### src/rtl/cordic_chan_sched.sv
// cordic_chan_sched
// Shares one CORDIC pipeline across NCH NCO channels. Each sample tick starts
// a frame that issues one phase per channel, then drains the pipeline while a
// tag pipe tracks which returning result belongs to which channel.

module cordic_chan_sched #(
    parameter int NCH = 4,
    parameter int PW  = 19,
    parameter int OW  = 15,
    parameter int LAT = 16,
    localparam int CW = $clog2(NCH)
) (
    input  logic          i_clk,
    input  logic          i_reset,
    input  logic          i_tick,
    input  logic          i_cfg_we,
    input  logic [CW-1:0] i_cfg_ch,
    input  logic [PW-1:0] i_cfg_ftw,
    input  logic          i_phase_clr,
    input  logic          i_ovr_clr,
    output logic          o_cordic_ce,
    output logic [PW-1:0] o_phase,
    output logic [CW-1:0] o_issue_ch,
    input  logic [OW-1:0] i_res_x,
    input  logic [OW-1:0] i_res_y,
    output logic          o_res_valid,
    output logic [CW-1:0] o_res_ch,
    output logic [OW-1:0] o_res_x,
    output logic [OW-1:0] o_res_y,
    output logic          o_busy,
    output logic          o_overrun
);

    localparam int DW = $clog2(LAT + 1);
    localparam logic [CW-1:0] KLAST = CW'(NCH - 1);
    localparam logic [DW-1:0] DLAST = DW'(LAT - 1);

    typedef enum logic [1:0] {
        S_IDLE,
        S_ISSUE,
        S_DRAIN
    } state_t;

    state_t        r_state;
    state_t        w_nextState;
    logic          w_start;
    logic          w_ce;
    logic          w_busy;
    logic [PW-1:0] w_phase;
    logic [CW-1:0] w_issueCh;

    logic [CW-1:0] r_k;
    logic [DW-1:0] r_drain;

    logic [PW-1:0] r_acc    [NCH];
    logic [PW-1:0] r_ftwAct [NCH];
    logic [PW-1:0] r_ftwSh  [NCH];
    logic          r_clrPend;
    logic          r_overrun;

    logic          r_tagV  [LAT];
    logic [CW-1:0] r_tagCh [LAT];

    logic          r_resValid;
    logic [CW-1:0] r_resCh;
    logic [OW-1:0] r_resX;
    logic [OW-1:0] r_resY;

    // Frame sequencer state register
    always_ff @(posedge i_clk) begin
        if (i_reset) begin
            r_state <= S_IDLE;
        end else begin
            r_state <= w_nextState;
        end
    end

    // Next-state decode plus the issue-side outputs (ce, phase, channel)
    always_comb begin
        w_nextState = r_state;
        w_start     = 1'b0;
        w_ce        = 1'b0;
        w_busy      = 1'b0;
        w_phase     = '0;
        w_issueCh   = '0;
        case (r_state)
            S_IDLE: begin
                if (i_tick) begin
                    w_nextState = S_ISSUE;
                    w_start     = 1'b1;
                end
            end
            S_ISSUE: begin
                w_ce      = 1'b1;
                w_busy    = 1'b1;
                w_phase   = r_acc[r_k];
                w_issueCh = r_k;
                if (r_k == KLAST) begin
                    w_nextState = S_DRAIN;
                end
            end
            S_DRAIN: begin
                w_ce   = 1'b1;
                w_busy = 1'b1;
                if (r_drain == DLAST) begin
                    w_nextState = S_IDLE;
                end
            end
            default: begin
                w_nextState = S_IDLE;
            end
        endcase
    end

    // Channel counter for ISSUE and cycle counter for DRAIN
    always_ff @(posedge i_clk) begin
        if (i_reset) begin
            r_k     <= '0;
            r_drain <= '0;
        end else begin
            if (w_start) begin
                r_k <= '0;
            end else if (r_state == S_ISSUE) begin
                r_k <= r_k + CW'(1);
            end
            if (r_state == S_DRAIN && r_drain != DLAST) begin
                r_drain <= r_drain + DW'(1);
            end else begin
                r_drain <= '0;
            end
        end
    end

    // Phase accumulators and active FTWs; both only change at frame start or on issue
    always_ff @(posedge i_clk) begin
        if (i_reset) begin
            for (int c = 0; c < NCH; c++) begin
                r_acc[c]    <= '0;
                r_ftwAct[c] <= '0;
            end
        end else if (w_start) begin
            for (int c = 0; c < NCH; c++) begin
                r_ftwAct[c] <= r_ftwSh[c];
                if (r_clrPend || i_phase_clr) begin
                    r_acc[c] <= '0;
                end
            end
        end else if (r_state == S_ISSUE) begin
            r_acc[r_k] <= r_acc[r_k] + r_ftwAct[r_k];
        end
    end

    // Shadow FTWs accept writes at any time; they reach the datapath at the next frame start
    always_ff @(posedge i_clk) begin
        if (i_reset) begin
            for (int c = 0; c < NCH; c++) begin
                r_ftwSh[c] <= '0;
            end
        end else if (i_cfg_we) begin
            r_ftwSh[i_cfg_ch] <= i_cfg_ftw;
        end
    end

    // Remember a phase-clear request until it is consumed by a frame start
    always_ff @(posedge i_clk) begin
        if (i_reset) begin
            r_clrPend <= 1'b0;
        end else if (w_start) begin
            r_clrPend <= 1'b0;
        end else if (i_phase_clr) begin
            r_clrPend <= 1'b1;
        end
    end

    // Sticky overrun: a tick while busy sets it and beats a simultaneous clear
    always_ff @(posedge i_clk) begin
        if (i_reset) begin
            r_overrun <= 1'b0;
        end else if (i_tick && (r_state != S_IDLE)) begin
            r_overrun <= 1'b1;
        end else if (i_ovr_clr) begin
            r_overrun <= 1'b0;
        end
    end

    // Tag pipe shadows the CORDIC pipeline and only moves when the pipeline moves
    always_ff @(posedge i_clk) begin
        if (i_reset) begin
            for (int s = 0; s < LAT; s++) begin
                r_tagV[s]  <= 1'b0;
                r_tagCh[s] <= '0;
            end
        end else if (w_ce) begin
            r_tagV[0]  <= (r_state == S_ISSUE);
            r_tagCh[0] <= r_k;
            for (int s = 1; s < LAT; s++) begin
                r_tagV[s]  <= r_tagV[s-1];
                r_tagCh[s] <= r_tagCh[s-1];
            end
        end
    end

    // Capture the CORDIC result when a valid tag reaches the head of the pipe
    always_ff @(posedge i_clk) begin
        if (i_reset) begin
            r_resValid <= 1'b0;
            r_resCh    <= '0;
            r_resX     <= '0;
            r_resY     <= '0;
        end else begin
            r_resValid <= 1'b0;
            if (w_ce && r_tagV[LAT-1]) begin
                r_resValid <= 1'b1;
                r_resCh    <= r_tagCh[LAT-1];
                r_resX     <= i_res_x;
                r_resY     <= i_res_y;
            end
        end
    end

    assign o_cordic_ce = w_ce;
    assign o_busy      = w_busy;
    assign o_phase     = w_phase;
    assign o_issue_ch  = w_issueCh;
    assign o_overrun   = r_overrun;
    assign o_res_valid = r_resValid;
    assign o_res_ch    = r_resCh;
    assign o_res_x     = r_resX;
    assign o_res_y     = r_resY;

endmodule
### config.mk
export PLATFORM = sky130hd
export DESIGN_NAME = cordic_chan_sched
export DESIGN_NICKNAME = d
export VERILOG_FILES = /design/src/rtl/cordic_chan_sched.sv
export SDC_FILE = /design/constraint.sdc
export NUM_CORES = 1
export LEC_CHECK = 0
export CAP_MARGIN = 20
export CORE_MARGIN = 2
export CORE_UTILIZATION = 40
export CTS_BUF_LIST = sky130_fd_sc_hd__clkbuf_16
export DETAILED_ROUTE_END_ITERATION = 8
export PLACE_DENSITY_LB_ADDON = 0.15
export SKIP_LAST_GASP = 1
export SYNTH_ARGS = -nofsm -noshare
export SYNTH_HDL_FRONTEND = slang
export SYNTH_SLANG_ARGS = --single-unit
### constraint.sdc
create_clock -name i_clk -period 5.9 [get_ports i_clk]
set_input_delay 1.475 -clock i_clk [delete_from_list [all_inputs] [get_ports i_clk]]
set_output_delay 1.475 -clock i_clk [all_outputs]
set_load 0.005 [all_outputs]
==> flow_summary_export.csv, run 1 <==
group,metric,value,unit
synthesis,syn_area,14000,sq um
worst_hold_path,hold_class,"flip-flop to flip-flop",
route,drtAntennaViolNets,0,
clock_tree,cts_buffer_depth,3,
clock_tree,clock_latency,0.51,ns
synthesis,ys_ff_latch,322,
clock_tree,numClockSinks,322,
sta,rsz0062_at_grt,"no",
route,drt-total-wl,30000,um
sta,slew_headroom,34.8,%
floorplan,die_height,191,um
synthesis,yosysSeqAreaShare,65.9,%
synthesis,synthTopCellsByCount,"276 x edfxtp_1, 210 x and2_1, 97 x nand2_1",
global_routing,antenna_found_initial,0,
clock_tree,clkSlewWorstSetupHoldPaths,0.06,ns
sta,setup_viol,0,
floorplan,rows,68,
synthesis,muxShareOfSynthArea,6.27,%
route,wl_met1,14800,um
global_routing,grt_max_degree,63,
floorplan,die_x,191,um
place,portBuffers,113,
synthesis,synth_xor_area_share,0.815,%
clock_tree,cts_hold_buf,0,
route,vias,8068,
synthesis,synth_simple_gate_area_share,17.4,%
sta,max_freq,226,MHz
synthesis,ys.warnings.count,0,
sta,period_needed,4.43,ns
route,vias_per_cell,5.00,
floorplan,start_util,40.6,%
synthesis,synth_nets,1108,
worst_setup_path,cp_max_fo,19,
sta,skew,0.0116,ns
cells_and_area,antenna_cells,0,
worst_setup_path,start_kind,"flip-flop",
clock_tree,root_buffer,"clkbuf_16",
synthesis,synth-async-reset-ratio,0,%
worst_setup_path,path_cells,"buf_4 -> mux4_2 -> and2_1 -> clkdlybuf4s50_1",
global_routing,grt-ovfl-total,0,
synthesis,synth.distinct_cells,55,
synthesis,synthCells,1021,
worst_setup_path,cp_top_family,"flip-flops",
clock_tree,cts-buffers-inserted,36,
outcome,status,"completed",
synthesis,synth_compound_area_share,4.97,%
pwr,ir_drop,0.000177,V
worst_setup_path,path_buf_inv,2,
place,hpwl,19800,um
synthesis,synth_edf_count,276,
sta,slew_viol_final,0,
synthesis,synthFlopType,"edfxtp_1",
global_routing,grt_pass1_wl,46800,um
global_routing,first_global_vias,7928,
global_routing,grtUsageTotal,16.8,%
worst_setup_path,critPathSlowestCell,"dfxtp_2",
worst_setup_path,cp.arrival,2.95,ns
synthesis,yosysTopAreaCell,"edfxtp_1",
sta,fin_tns_setup,0,ns
sta,finalCritPeriodShare,75.1,%
clock_tree,htreeDepth,2,
sta,hold_viol,0,
job,cap_violations,0,
route,dr.pass1.iters,5,
worst_setup_path,worst-setup-path-type,"flip-flop to primary output",
floorplan,dieArea,36500,sq um
synthesis,synth_top_area_share,59.3,%
floorplan,core,34500,sq um
route,route.met2.wl,13000,um
worst_setup_path,cp_slowest_stage_delay,0.82,ns
route,wl_per_cell,18.6,um
clock_tree,postCtsSetupRepairBufs,0,
place,gp_congestion,0.750,
sta,max_slew.worst_pin.slew,0.976,ns
cells_and_area,area_growth,19.7,%
synthesis,yosys.area_share.adder,2.74,%
pwr,power.density,349,nW/um^2
cells_and_area,drive_gt1_share,10.8,%
synthesis,syn_avg_cell_area,13.7,sq um
synthesis,synth.area.top_cells,"edfxtp_1 59%, and2_1 9.4%, dfxtp_1 6.6%, mux4_2 6.1%, nand2_1 2.6%",
route,drt_iter0_markers,651,
route,dr_wl_met3,1450,um
route,drc_errors,0,
clock_tree,cts_resized,0,
worst_setup_path,crit_required,4.43,ns
pwr,leakage,6.08,nW
route,highest_layer,"met4",
sta,holdWs,0.449,ns
worst_setup_path,critPathCaptureType,"primary output",
clock_tree,cts_tree,"built",
synthesis,synth.most_common_cell,"edfxtp_1",
floorplan,io_pins,114,
cells_and_area,num-nets-final,1218,
synthesis,synth_top_family_by_area,"simple AND/OR/NAND/NOR gates",
## routing by layer
metal	track usage, %	vias to the layer above
li1	-	3870
met1	25.7	3986
met2	24.6	164
met3	2.61	48
met4	4.86	0
met5	0	-
## worst paths after layout
| path | startpoint | endpoint | slack, ns | cells past startpoint |
|---|---|---|---|---|
| worst max-delay path | flip-flop | o_phase[8] | 1.47 | 4 |
| worst min-delay path | r_drain[0]$_SDFF_PP0_ | r_drain[0]$_SDFF_PP0_ | 0.45 | 1 |
| worst max register to register | flip-flop | r_acc[2][14]$_SDFFCE_PN0P_ | 2.09 | 11 |
| worst min register to register | r_drain[0]$_SDFF_PP0_ | r_drain[0]$_SDFF_PP0_ | 0.45 | 1 |
## power by group
group,internal (mW),total [mW],switching [mW]
Combinational,0.368,0.915,0.547
Clock,1.25,2.12,0.876
Sequential,2.72,2.79,0.0703
Total,4.34,5.83,1.49
## layout make-up
type | count | area, sq um
fill | 3011 | 17700
sequential | 322 | 9210
inverter | 13 | 48.8
tap | 455 | 569
timing repair buffer | 125 | 1260
multi-input combinational | 633 | 4520
clock buffer | 38 | 951
clock inverter | 26 | 171
## logic make-up after synthesis
logic type | after synthesis
adder cells (fa/ha/maj) | 30
XOR/XNOR | 13
buffers and inverters | 66
AO/OA/AOI/OAI | 101
flip-flops | 322
multiplexers | 40
AND/OR/NAND/NOR | 449
## registers in the layout, indices dropped and copies added, names as in the netlist, named ones only
| name | cells |
|---|---|
| r_clrPend | 1 |
| r_tagCh | 32 |
| r_k | 2 |
| o_overrun | 1 |
| o_res_x | 15 |
| r_state | 2 |
| r_ftwSh | 76 |
| o_res_ch | 2 |
| r_acc | 76 |
| r_drain | 5 |
| r_tagV | 16 |
| o_res_valid | 1 |
| o_res_y | 15 |
| r_ftwAct | 76 |
## cells in the final DEF, fill, tap and decap left out, types with 6 or more instances in the layout
cell | synthesis | routed
a21oi_1 | 49 | 49
and2_1 | 210 | 210
buf_4 | 2 | 9
clkbuf_16 | 0 | 38
clkdlybuf4s50_1 | 0 | 112
clkinv_2 | 0 | 7
dfxtp_1 | 46 | 44
edfxtp_1 | 276 | 276
ha_1 | 29 | 29
inv_1 | 13 | 24
mux4_2 | 38 | 38
nand2_1 | 97 | 97
nand4_1 | 6 | 6
nor2_1 | 66 | 65
nor2b_1 | 23 | 23
nor3_1 | 14 | 14
nor3b_1 | 9 | 8
o21a_1 | 6 | 6
o21ai_0 | 7 | 7
xnor2_1 | 7 | 7
xor2_1 | 6 | 6
## stage by stage
| step | util [%] | power [mW] | instances | cell area, sq um | worst slack [ns] |
|---|---|---|---|---|---|
| 6_report | 48.5 | 5.83 | 1612 | 16700 | 1.47 |
| 5_1_grt | 48.5 | 6.07 | 1612 | 16700 | 1.28 |
| 4_1_cts | 48.4 | 5.88 | 1610 | 16700 | 1.36 |
| 3_5_place_dp | 45.1 | 3.75 | 1546 | 15600 | 1.64 |
| 3_3_place_gp | 45.1 | 3.74 | 1545 | 15500 | 1.63 |
| 2_1_floorplan | - | 3.41 | 1021 | 14000 | 0.880 |
Note: power is estimated with default switching activity, not from simulation.
==> run 2: changes to the inputs <==
clock period = 4.2 ns   (was 5.9 ns; I/O delays follow)
==> run 2 against run 1 <==
Die area is the same. Setup slack lost 1.0 ns. Flip-flop and latch count did not move. Register-to-register slack got worse by 1.4 ns. Clock power up 43%. Routed wire length increased by 0.50%. Combinational power rose by 43%. Critical path depth is the same. Sequential share of layout area fell by 0.68 points. Worst hold slack improved by 0.0029 ns. Cell count increased by 1.1%. Critical endpoint unchanged.
==> flow_summary_export.csv, run 2 (synthesized netlist as in run 1, its figures left out) <==
group,metric,value,unit
worst_setup_path,rrSetupSlack,0.73,ns
route,drtAntennaViolNets,0,
sta,fin_tns_setup,0,ns
global_routing,grt_max_degree,81,
sta,max_freq,268,MHz
clock_tree,cts_hold_buf,0,
clock_tree,cts_resized,0,
global_routing,grt-ovfl-total,0,
sta,rsz0062_at_grt,"no",
worst_setup_path,cp.arrival,2.69,ns
worst_setup_path,cp_top_family,"flip-flops",
worst_setup_path,reg2reg_to,"r_acc[1][17]$_SDFFCE_PN0P_",
worst_setup_path,critPathCaptureType,"primary output",
worst_setup_path,cp-endpoint,"o_phase[8]",
cells_and_area,final_common_cell,"edfxtp_1",
clock_tree,postCtsSetupRepairBufs,0,
pwr,intPower,6.15,mW
sta,holdWs,0.452,ns
sta,period_needed,3.74,ns
sta,finalCritPeriodShare,89.0,%
floorplan,start_util,40.6,%
sta,skew,0.0126,ns
floorplan,die_height,191,um
global_routing,antenna_found_initial,1,
route,dr.pass1.iters,5,
job,cap_violations,0,
worst_setup_path,worst-setup-path-type,"flip-flop to primary output",
sta,slew_viol_final,0,
floorplan,dieArea,36500,sq um
global_routing,grtUsageTotal,17.0,%
worst_setup_path,critPathSlowestCell,"dfxtp_2",
clock_tree,cts_tree,"built",
cells_and_area,fin_util,49.1,%
pwr,ir_drop,0.000247,V
sta,setup_viol,0,
floorplan,die_x,191,um
worst_setup_path,crit_required,3.15,ns
clock_tree,cts_buffer_depth,3,
cells_and_area,mostFrequentLayoutCells,"276 x edfxtp_1, 210 x and2_1, 112 x clkdlybuf4s50_1",
worst_setup_path,path_cells,"buf_12 -> mux4_2 -> and2_1 -> clkdlybuf4s50_1",
pwr,switching_share,25.3,%
clock_tree,clkSlewWorstSetupHoldPaths,0.05,ns
worst_setup_path,crit_cells,4,
place,gp_congestion,0.790,
route,wl_per_cell,18.5,um
pwr,power_switching,2.09,mW
route,vias,8012,
route,vias_per_cell,4.92,
worst_setup_path,r2r.worst_path.cells,9,
worst_setup_path,path_buf_inv,2,
pwr,seqPwrFrac,47.4,%
floorplan,core,34500,sq um
clock_tree,clock_latency,0.51,ns
place,pre_cts_slack,0.697,ns
worst_hold_path,hold_class,"flip-flop to flip-flop",
cells_and_area,regArea,9210,sq um
cells_and_area,multiInputGateArea,4520,sq um
worst_setup_path,start_kind,"flip-flop",
sta,timing.final.ws_setup,0.464,ns
pwr,p_comb_share,15.9,%
cells_and_area,area_growth,21.2,%
cells_and_area,drive_gt1_share,12.2,%
clock_tree,htreeDepth,2,
route,drc_errors,0,
pwr,clkPwrFrac,36.7,%
floorplan,io_pins,114,
route,drt-total-wl,30100,um
worst_setup_path,cp_slowest_stage_delay,0.70,ns
global_routing,grt_pass1_wl,47400,um
floorplan,rows,68,
cells_and_area,fillers,3062,
worst_setup_path,cp_max_fo,14,
cells_and_area,num-nets-final,1235,
place,hpwl,19500,um
sta,max_slew.worst_pin.slew,1.02,ns
pwr,leakage,6.16,nW
cells_and_area,antenna_cells,0,
place,portBuffers,113,
clock_tree,cts-buffers-inserted,37,
outcome,status,"completed",
sta,slew_headroom,31.8,%
pwr,power.total,8.24,mW
cells_and_area,top_regs,"r_acc: 76 flops, r_ftwAct: 76 flops, r_ftwSh: 76 flops",
route,drt_iter0_markers,517,
worst_hold_path,whs_path_depth,2,
pwr,power.density,487,nW/um^2
sta,hold_viol,0,
clock_tree,numClockSinks,322,
clock_tree,root_buffer,"clkbuf_16",
global_routing,first_global_vias,8155,
==> run 2: cell types whose count changed in the layout (fill, tap and decap cells not counted), sizes merged <==
cell      previous run  this run
buf                 13        29
bufinv               2         3
clkbuf              38        37
clkinvlp             0         2
inv                 24        23
==> run 2: layer usage <==
metal	part of all wire [%]	track usage, %	vias up	routed length (um)
met1	47	23.9	3923	14100
li1	-	-	3912	-
met4	1.5	3.94	0	440
met3	4.5	3.49	34	1350
met5	0	0	-	0
met2	47	27.4	143	14200
==> run 2: power groups by stage <==
stage	sequential, mW	combinational (mW)	clock, mW
2_1_floorplan	3.94	0.851	0
3_3_place_gp	3.97	1.30	0
3_5_place_dp	3.98	1.31	0
4_1_cts	3.91	1.32	3.12
5_1_grt	3.94	1.44	3.23
6_report	3.91	1.31	3.03
==> run 2: layout make-up <==
| cell class | count | area share, % |
|---|---|---|
| Timing Repair Buffer | 141 | 8.57 |
| Clock buffer | 37 | 5.47 |
| Tap cell | 455 | 3.36 |
| Clock inverter | 28 | 1.25 |
| Inverter | 13 | 0.288 |
| Multi-Input combinational cell | 633 | 26.7 |
| Sequential cell | 322 | 54.4 |
==> run 2: how the worst min path moves through the flow <==
| stage | start | endpoint | slack, ns |
|---|---|---|---|
| detailed placement | o_res_x[7]$_SDFFE_PP0P_ | o_res_x[7]$_SDFFE_PP0P_ | 0.45 |
| global placement | r_drain[0]$_SDFF_PP0_ | r_drain[0]$_SDFF_PP0_ | 0.44 |
| floorplan | r_drain[0]$_SDFF_PP0_ | r_drain[0]$_SDFF_PP0_ | 0.42 |
| CTS | o_res_x[7]$_SDFFE_PP0P_ | o_res_x[7]$_SDFFE_PP0P_ | 0.45 |
| global route | o_res_y[3]$_SDFFE_PP0P_ | o_res_y[3]$_SDFFE_PP0P_ | 0.47 |
| finish | o_res_x[7]$_SDFFE_PP0P_ | o_res_x[7]$_SDFFE_PP0P_ | 0.45 |
==> run 2: per-stage QoR <==
| step | instance area [sq um] | instances |
|---|---|---|
| after floorplan | 14000 | 1021 |
| after detailed placement | 15800 | 1563 |
| after CTS | 16900 | 1628 |
| after global routing | 16900 | 1629 |
| after global placement | 15700 | 1562 |
| final | 16900 | 1629 |
==> run 2: worst register-to-register path: cells and delay by family, from the launching register on <==
family	cells	cell delay, ns
buffers and inverters	1	0.28
AND/OR/NAND/NOR	2	0.12
flip-flops	1	0.70
adder cells (fa/ha/maj)	1	0.40
AO/OA/AOI/OAI	4	1.19
multiplexers	1	0.54
